[src/rtl/baud_pkg.sv]
`default_nettype none
// +-----------------------------------------------------------------------------
// | Module  : baud_pkg
// | Brief   : Reset-default divisor constants and width helper for the baud generator.
// | Revision: 1.0
// +-----------------------------------------------------------------------------
package baud_pkg;

  localparam int DEF_DIV  = 325;
  localparam int DEF_FRAC = 8;

  // Width needed to count 0..value-1.
  function automatic int clog2(input int value);
    int result;
    result = 0;
    for (int i = 0; i < 31; i++) begin
      if ((1 << i) < value) begin
        result = i + 1;
      end
    end
    return result;
  endfunction

endpackage
`default_nettype wire

[src/rtl/frac_divider.sv]
`default_nettype none
// +-----------------------------------------------------------------------------
// | Module  : frac_divider
// | Brief   : Fractional clock divider producing the oversample tick.
// | Revision: 1.0
// +-----------------------------------------------------------------------------
module frac_divider #(
  parameter int DIV_W  = 16,
  parameter int FRAC_W = 4
) (
  input  logic              clk_in,
  input  logic              reset,
  input  logic              enable,
  input  logic              resync,
  input  logic [DIV_W-1:0]  div_int,
  input  logic [FRAC_W-1:0] div_frac,
  output logic              period_end,
  output logic              os_tick
);

  localparam logic [DIV_W:0] c_min_div = (DIV_W + 1)'(2);
  localparam logic [DIV_W:0] c_cnt_one = (DIV_W + 1)'(1);

  logic [DIV_W:0]  r_cnt;
  logic [FRAC_W-1:0] r_acc;
  logic            r_carry;

  logic [DIV_W:0]  w_div_ext;
  logic [DIV_W:0]  w_div_eff;
  logic [DIV_W:0]  w_period;
  logic [FRAC_W:0] w_acc_sum;

  // One extra counter bit so that D+1 never overflows at the maximum divisor.
  always_comb begin
    w_div_ext  = {1'b0, div_int};
    w_div_eff  = (w_div_ext < c_min_div) ? c_min_div : w_div_ext;
    w_period   = w_div_eff + {{DIV_W{1'b0}}, r_carry};
    w_acc_sum  = {1'b0, r_acc} + {1'b0, div_frac};
    period_end = enable && !resync && (r_cnt == w_period);
  end

  always_ff @(posedge clk_in or negedge reset) begin
    if (!reset) begin
      r_cnt   <= c_cnt_one;
      r_acc   <= '0;
      r_carry <= 1'b0;
      os_tick <= 1'b0;
    end else if (!enable || resync) begin
      r_cnt   <= c_cnt_one;
      r_acc   <= '0;
      r_carry <= 1'b0;
      os_tick <= 1'b0;
    end else if (period_end) begin
      r_cnt            <= c_cnt_one;
      {r_carry, r_acc} <= w_acc_sum;
      os_tick          <= 1'b1;
    end else begin
      r_cnt   <= r_cnt + c_cnt_one;
      os_tick <= 1'b0;
    end
  end

endmodule
`default_nettype wire

[src/rtl/baud_tick_generator.sv]
`default_nettype none
// +-----------------------------------------------------------------------------
// | Module  : baud_tick_generator
// | Brief   : UART baud generator: oversample, mid-bit and bit-rate ticks.
// | Revision: 1.0
// +-----------------------------------------------------------------------------
module baud_tick_generator #(
  parameter int DIV_W      = 16,
  parameter int FRAC_W     = 4,
  parameter int OVERSAMPLE = 16,
  parameter int DEF_DIV    = baud_pkg::DEF_DIV,
  parameter int DEF_FRAC   = baud_pkg::DEF_FRAC
) (
  input  logic              clk_in,
  input  logic              reset,
  input  logic              enable,
  input  logic              div_load,
  input  logic [DIV_W-1:0]  div_int,
  input  logic [FRAC_W-1:0] div_frac,
  input  logic              resync,
  output logic              os_tick,
  output logic              mid_tick,
  output logic              bit_tick,
  output logic              busy
);

  import baud_pkg::*;

  localparam int                c_os_w    = clog2(OVERSAMPLE);
  localparam logic [c_os_w-1:0] c_os_mid  = c_os_w'(OVERSAMPLE / 2 - 1);
  localparam logic [c_os_w-1:0] c_os_last = c_os_w'(OVERSAMPLE - 1);
  localparam logic [c_os_w-1:0] c_os_one  = c_os_w'(1);

  logic [DIV_W-1:0]  r_div_int;
  logic [FRAC_W-1:0] r_div_frac;
  logic [DIV_W-1:0]  r_shadow_int;
  logic [FRAC_W-1:0] r_shadow_frac;
  logic              r_busy;
  logic [c_os_w-1:0] r_os_cnt;
  logic              r_mid_tick;
  logic              r_bit_tick;
  logic              w_period_end;
  logic              w_os_tick;

  frac_divider #(
    .DIV_W  (DIV_W),
    .FRAC_W (FRAC_W)
  ) u_frac_divider (
    .clk_in     (clk_in),
    .reset      (reset),
    .enable     (enable),
    .resync     (resync),
    .div_int    (r_div_int),
    .div_frac   (r_div_frac),
    .period_end (w_period_end),
    .os_tick    (w_os_tick)
  );

  // A new divisor takes effect only on a period boundary, or at once while idle.
  always_ff @(posedge clk_in or negedge reset) begin
    if (!reset) begin
      r_div_int     <= DIV_W'(DEF_DIV);
      r_div_frac    <= FRAC_W'(DEF_FRAC);
      r_shadow_int  <= '0;
      r_shadow_frac <= '0;
      r_busy        <= 1'b0;
    end else if (div_load) begin
      r_shadow_int  <= div_int;
      r_shadow_frac <= div_frac;
      r_busy        <= 1'b1;
    end else if (r_busy && (w_period_end || !enable)) begin
      r_div_int  <= r_shadow_int;
      r_div_frac <= r_shadow_frac;
      r_busy     <= 1'b0;
    end
  end

  always_ff @(posedge clk_in or negedge reset) begin
    if (!reset) begin
      r_os_cnt   <= '0;
      r_mid_tick <= 1'b0;
      r_bit_tick <= 1'b0;
    end else if (!enable || resync) begin
      r_os_cnt   <= '0;
      r_mid_tick <= 1'b0;
      r_bit_tick <= 1'b0;
    end else if (w_period_end) begin
      r_os_cnt   <= r_os_cnt + c_os_one;
      r_mid_tick <= (r_os_cnt == c_os_mid);
      r_bit_tick <= (r_os_cnt == c_os_last);
    end else begin
      r_mid_tick <= 1'b0;
      r_bit_tick <= 1'b0;
    end
  end

  assign os_tick  = w_os_tick;
  assign mid_tick = r_mid_tick;
  assign bit_tick = r_bit_tick;
  assign busy     = r_busy;

endmodule
`default_nettype wire

[config.mk]
export PLATFORM = sky130hd
export DESIGN_NAME = baud_tick_generator
export DESIGN_NICKNAME = d
export VERILOG_FILES = /design/src/rtl/baud_pkg.sv /design/src/rtl/frac_divider.sv /design/src/rtl/baud_tick_generator.sv
export SDC_FILE = /design/constraint.sdc
export NUM_CORES = 1
export LEC_CHECK = 0
export ABC_AREA = 1
export BUFFER_PORTS_ARGS = -buffer_cell sky130_fd_sc_hd__buf_2
export CORE_ASPECT_RATIO = 1.5
export CORE_MARGIN = 2
export CORE_UTILIZATION = 45
export DETAILED_ROUTE_END_ITERATION = 12
export PLACE_DENSITY = 0.73
export SLEW_MARGIN = 40
export SYNTH_ARGS = -nofsm -noshare
export SYNTH_HDL_FRONTEND = slang
export SYNTH_SLANG_ARGS = --single-unit
export TNS_END_PERCENT = 1
[constraint.sdc]
create_clock -name clk_in -period 7.7 [get_ports clk_in]
set_input_delay 2.31 -clock clk_in [delete_from_list [all_inputs] [get_ports clk_in]]
set_output_delay 2.31 -clock clk_in [all_outputs]
set_load 0.01 [all_outputs]
==> flow_summary.ini, run 1 <==
[layout]
syn_to_final_growth_pct = 14.10
diodes = 0
fillCellCount = 752
nNetsFinal = 555
multi_input_area_mm2 = 0.001733
seqCellArea_mm2 = 0.001759
drive_gt1_share_pct = 13.31
finalInstanceArea_mm2 = 0.004304

[clock_network]
ctsLongestPathBuffers = 2
ctsHoldBuffers = 0
root_buffer = clkbuf_16
insertion_delay_ps = 330
h-tree-depth = 3
cts.clk_slew.worst_paths_ps = 60
cts_setup_buffers = 0
cts_buffers = 9
cts_resized = 0
cts_tree = done
clkSinkCount = 70

[timing]
slew_headroom_pct = 59.13
worst_slew_pin_slew_ps = 613.0
setup_viol = 0
fin_crit_sh_pct = 44.21
layout_min_cycle_time_ps = 3404
hold_viol = 0
slew_viol_final = 0
fmax_ghz = 0.2938
skew_ps = 4.423
rsz0062_at_grt = false
whs_ps = 469.6
fin_setup_tns_ps = 0

[grt]
grt_pass1_vias = 2917
gr-usage-all-layers_pct = 18.01
grt_overflow = 0
grt_max_degree = 71
grt_antenna_before_repair = 0
grt_pass1_wl_um = 12780

[hold_path]
min_to = r_div_int[0]
holdPathStages = 2
hp-start = r_div_int[0]
hp-class = reg -> reg

[die]
die_x_um = 78.76
dieHeight_um = 116.1
core_mm2 = 0.008058
ios = 29
rows = 40
die_area_mm2 = 0.009146
initial_core_util_pct = 46.82

[setup_path]
rr_worst_depth = 19
arrival_ps = 3620
r2r-end = u_frac_divider.r_acc[2]
critPathKind = reg -> reg
r2r_start = r_div_int[7]
required_ps = 7910
reg2reg_slack_ps = 4300
cp_max_fo = 14
crit_path_start_kind = register
cp-end-kind = register

[flow_run]
cap_violations = 0

[synth]
yosys-top-cells-area = dfrtp_1 (42%), nand2_1 (20%), nand3_1 (5.6%)
synth.largest_area_cell = dfrtp_1
ys_warn_count = 0
yosysTopAreaCellShare_pct = 42.45
synth_commonest_cells = nand2_1 (201), dfrtp_1 (64), inv_1 (47)
yosysUniqueCellTypes = 32
syn-num-nets = 527
async_reset_ff_share_pct = 100.0
synth_most_common_cell = nand2_1
synth_cells = 493
synthFlopType = dfrtp_1
syn_area_per_cell_um2 = 7.652
synth_enable_flop_cells = 0
seq_area_frac_synth_pct = 46.63
synth_area_mm2 = 0.003772
ys_seq_elements = 70

[placed_design]
hpwl_um = 5451
place_area_mm2 = 0.003970
portBuffers = 28
place_congestion = 0.8700

[drt]
drt-initial-drc-count = 145
num_vias = 3061
postRouteAntennaNets = 0
wl_um = 7192
via_per_inst = 4.851
drc = 0
avgRoutedWirePerCell_um = 11.40
drt_pass1_iterations = 4

[power]
p_leak_nw = 2.264
ir_worst_vdd_mv = 0.1503
p_per_area_mw_per_mm2 = 235.4

[outcome]
status = finished, final reports clean
-- through the flow --
stage	worst slack [ps]	total power [mW]	util (%)	cells
after floorplan	4551	0.5300	-	493
after global placement	4238	0.5620	49.22	615
after detailed placement	4177	0.5664	49.27	615
after CTS	4269	1.023	53.42	631
after global routing	3895	1.063	53.42	631
final	4296	1.013	53.42	631
-- power breakdown --
group | internal [mW] | switching, mW
combinational | 0.0492 | 0.0761
sequential | 0.402 | 0.0325
clock | 0.301 | 0.153
-- flip-flops by register name (all words and copies together) (netlist names) --
name	flops
r_shadow_frac	4
r_div_int	16
r_os_cnt	4
u_frac_divider.r_acc	4
r_shadow_int	16
busy	1
u_frac_divider.r_carry	1
u_frac_divider.r_cnt	17
u_frac_divider.os_tick	1
bit_tick	1
r_div_frac	4
mid_tick	1
-- worst max-delay path by stage --
stage                  startpoint                 endpoint  slack (ps)  cells past startpoint
floorplan                  resync            r_div_int[12]        4550                      9
global placement           resync            r_div_int[11]        4240                      9
detailed placement         resync             r_div_int[5]        4180                      9
CTS                  r_div_int[7]            r_div_int[14]        4270                     19
global route        r_div_int[14]            r_div_int[14]        3900                     19
finish               r_div_int[7]  u_frac_divider.r_acc[2]        4300                     19
-- worst max-delay path, cell delays in order (launching register included) --
cell and delay (ps):
dfrtp_1 440, nor4_1 320, nand4_1 170, o21a_1 200, ha_1 200, ha_1 220, nand2_1 160, inv_1 60
nand2_1 70, nand2_1 50, nand2_1 50, nand3_1 60, nor2_1 110, nand4_1 90, nor2_1 280, nand3_1 170
nand2_2 270, inv_2 180, nand2_1 90, o21ai_0 80
-- metal layers --
layer | GRT usage [%] | up-vias | routed length, um
met3 | 2.550 | 9 | 225
met5 | 0 | - | 0
met1 | 19.75 | 1423 | 2975
met2 | 33.11 | 44 | 3859
li1 | - | 1585 | -
met4 | 10.18 | 0 | 131
-- logic make-up after synthesis --
logic type,after synthesis,share of synthesized area [%]
buffers and inverters,63,7.429
AND/OR/NAND/NOR,315,35.62
AO/OA/AOI/OAI,18,2.587
adder cells (fa/ha/maj),9,3.184
flip-flops,70,46.63
XOR/XNOR,18,4.544
-- final cells by class --
cell class / count / share of cell area (%)
Clock buffer: 11 / 5.872
Clock inverter: 5 / 1.890
Inverter: 50 / 4.360
Multi-Input combinational cell: 360 / 40.26
Sequential cell: 70 / 40.87
Tap cell: 105 / 3.052
Timing Repair Buffer: 30 / 3.692
-- layout by cell type, fill, tap and decap left out, types with 3 or more instances in the layout --
master	instances
nor2_1	42
nor4_1	3
nor3_1	5
clkbuf_16	9
nor2_2	6
buf_2	28
dfrtp_1	64
dfstp_2	6
inv_1	47
o21ai_1	3
inv_2	3
a21oi_1	5
nand2_1	201
nand3_1	42
o21ai_0	7
nand2_2	4
ha_1	8
nand4_1	6
xnor2_1	7
xor2_1	10
Power figures use the tool's default switching activity.
==> run 2, diff against run 1 <==
--- a/config.mk
+++ b/config.mk
@@ -11,7 +11,7 @@
 export CORE_MARGIN = 2
 export CORE_UTILIZATION = 45
 export DETAILED_ROUTE_END_ITERATION = 12
-export PLACE_DENSITY = 0.73
+export PLACE_DENSITY = 0.75
 export SLEW_MARGIN = 40
 export SYNTH_ARGS = -nofsm -noshare
 export SYNTH_HDL_FRONTEND = slang
==> constraint.sdc (replaced) <==
create_clock -name clk_in -period 2.8 [get_ports clk_in]
set_input_delay 0.84 -clock clk_in [delete_from_list [all_inputs] [get_ports clk_in]]
set_output_delay 0.84 -clock clk_in [all_outputs]
set_load 0.01 [all_outputs]
==> flow_summary.ini, run 2 (same netlist as run 1, synthesis figures left out) <==
[clock_network]
h-tree-depth = 3
ctsLongestPathBuffers = 2
cts_tree = done
root_buffer = clkbuf_16
cts_buffers = 9
cts_setup_buffers = 0
cts.clk_slew.worst_paths_ps = 50
clkSinkCount = 70
insertion_delay_ps = 330

[layout]
diodes = 0
drive_gt1_share_pct = 21.53
nNetsFinal = 578
multi_input_area_mm2 = 0.001904
seqCellArea_mm2 = 0.001759
mostFrequentLayoutCell = nand2_1
largest_reg_flops = 17
syn_to_final_growth_pct = 24.01
layout_common_cells = nand2_1 (188), dfrtp_1 (64), inv_1 (44)
reg.largest.list = u_frac_divider.r_cnt (17), r_div_int (16), r_shadow_int (16)
regMostFlops = u_frac_divider.r_cnt
fillCellCount = 694

[drt]
postRouteAntennaNets = 0
avgRoutedWirePerCell_um = 13.06
drt-initial-drc-count = 127
drt_pass1_iterations = 4
num_vias = 3262
via_per_inst = 4.995
drc = 0
wl_um = 8526

[timing]
hold_viol = 0
fmax_ghz = 0.3249
layout_min_cycle_time_ps = 3078
skew_ps = 4.196
slew_viol_final = 0
worst_slew_pin_slew_ps = 1254
fin_crit_sh_pct = 109.9
slew_headroom_pct = 16.07
setup_viol = 50
rsz0062_at_grt = true
setup_slack_ps = -277.7

[setup_path]
cp_max_fo = 7
required_ps = 3020
r2r_start = r_div_int[7]
arrival_ps = 3290
critPathKind = reg -> reg
reg2reg_slack_ps = -280
rr_worst_depth = 19
cp-end-kind = register
crit_path_start_kind = register
r2r-end = r_div_int[4]

[die]
die_x_um = 78.76
ios = 29
rows = 40
dieHeight_um = 116.1
die_area_mm2 = 0.009146
core_mm2 = 0.008058
initial_core_util_pct = 46.82

[placed_design]
hpwl_um = 5789
place_congestion = 0.8980
place_ws_ps = -243.2
portBuffers = 28

[outcome]
status = finished, violations left
violations = setup timing

[grt]
grt_max_degree = 28
grt_overflow = 0
grt_pass1_vias = 3124
gr-usage-all-layers_pct = 19.03
grt_pass1_wl_um = 13590
grt_antenna_before_repair = 0

[flow_run]
cap_violations = 0

[hold_path]
hp-class = reg -> reg
holdPathStages = 2
min_to = r_shadow_int[0]
hp-start = r_shadow_int[0]

[power]
ir_worst_vdd_mv = 0.4680
total_power_mw = 2.910
p_leak_nw = 2.408
p_per_area_mw_per_mm2 = 622.0
## run 2: stage by stage
stage / instances / util, % / TNS, ps / area, um^2 / hold WS, ps
6_report: 653 / 58.06 / -6932 / 4678 / 469.4
4_1_cts: 648 / 55.53 / -1519 / 4474 / 470.7
3_3_place_gp: 633 / 51.06 / -6388 / 4114 / 455.8
5_1_grt: 653 / 58.06 / -16350 / 4678 / 484.8
3_5_place_dp: 633 / 51.06 / -9579 / 4114 / 459.3
2_1_floorplan: 493 / - / 0 / 3772 / 442.1
## run 2: cell type report
type	instances	area share [%]
Timing Repair Buffer	51	7.943
Clock inverter	3	1.444
Clock buffer	12	5.483
Sequential cell	70	37.60
Multi-Input combinational cell	362	40.71
Tap cell	105	2.808
Inverter	50	4.012
## run 2: worst max-delay path, stage by stage (launching register included)
cell and delay, ps:
dfrtp_1 390, nor4_1 270, nand4_1 150, o21a_1 240, ha_4 180, ha_4 170, nand2_4 70, inv_2 30
nand2_1 80, nand2_1 50, nand2_1 70, nand3_2 110, nor2_4 140, nand4_1 170, nor2_4 160, nand4_4 150
nand2_8 190, nand2_4 120, nand2_2 130, nand2_1 70
## run 2: power by group
group / internal [mW] / switching, mW
Sequential: 1.10 / 0.0570
Combinational: 0.216 / 0.302
Clock: 0.823 / 0.407
Total: 2.14 / 0.766
## run 2: timing repair
action,in CTS,in global routing
setup endpoints to repair,50,50
pin swaps,3,25
resized for setup,10,31
endpoints found under the hold margin,0,0
gates cloned,0,5
hold buffers,0,0
## run 2: worst max-delay path by stage
| stage | from | to | slack (ps) | depth (start not counted) |
|---|---|---|---|---|
| finish | r_div_int[7] | r_div_int[4] | -280 | 19 |
| global route | r_div_int[7] | r_div_int[11] | -470 | 18 |
| floorplan | r_div_int[7] | r_div_int[12] | 70 | 20 |
| global placement | r_div_int[14] | u_frac_divider.r_acc[1] | -170 | 19 |
| CTS | r_div_int[14] | busy | -80 | 17 |
| detailed placement | r_div_int[14] | r_div_int[10] | -240 | 19 |
## run 2: routing by layer
| metal | GRT usage, % | routed length, um |
|---|---|---|
| met3 | 3.478 | 224 |
| met4 | 11.58 | 365 |
| met1 | 20.44 | 3312 |
| met2 | 34.47 | 4624 |
| met5 | 0 | 0 |
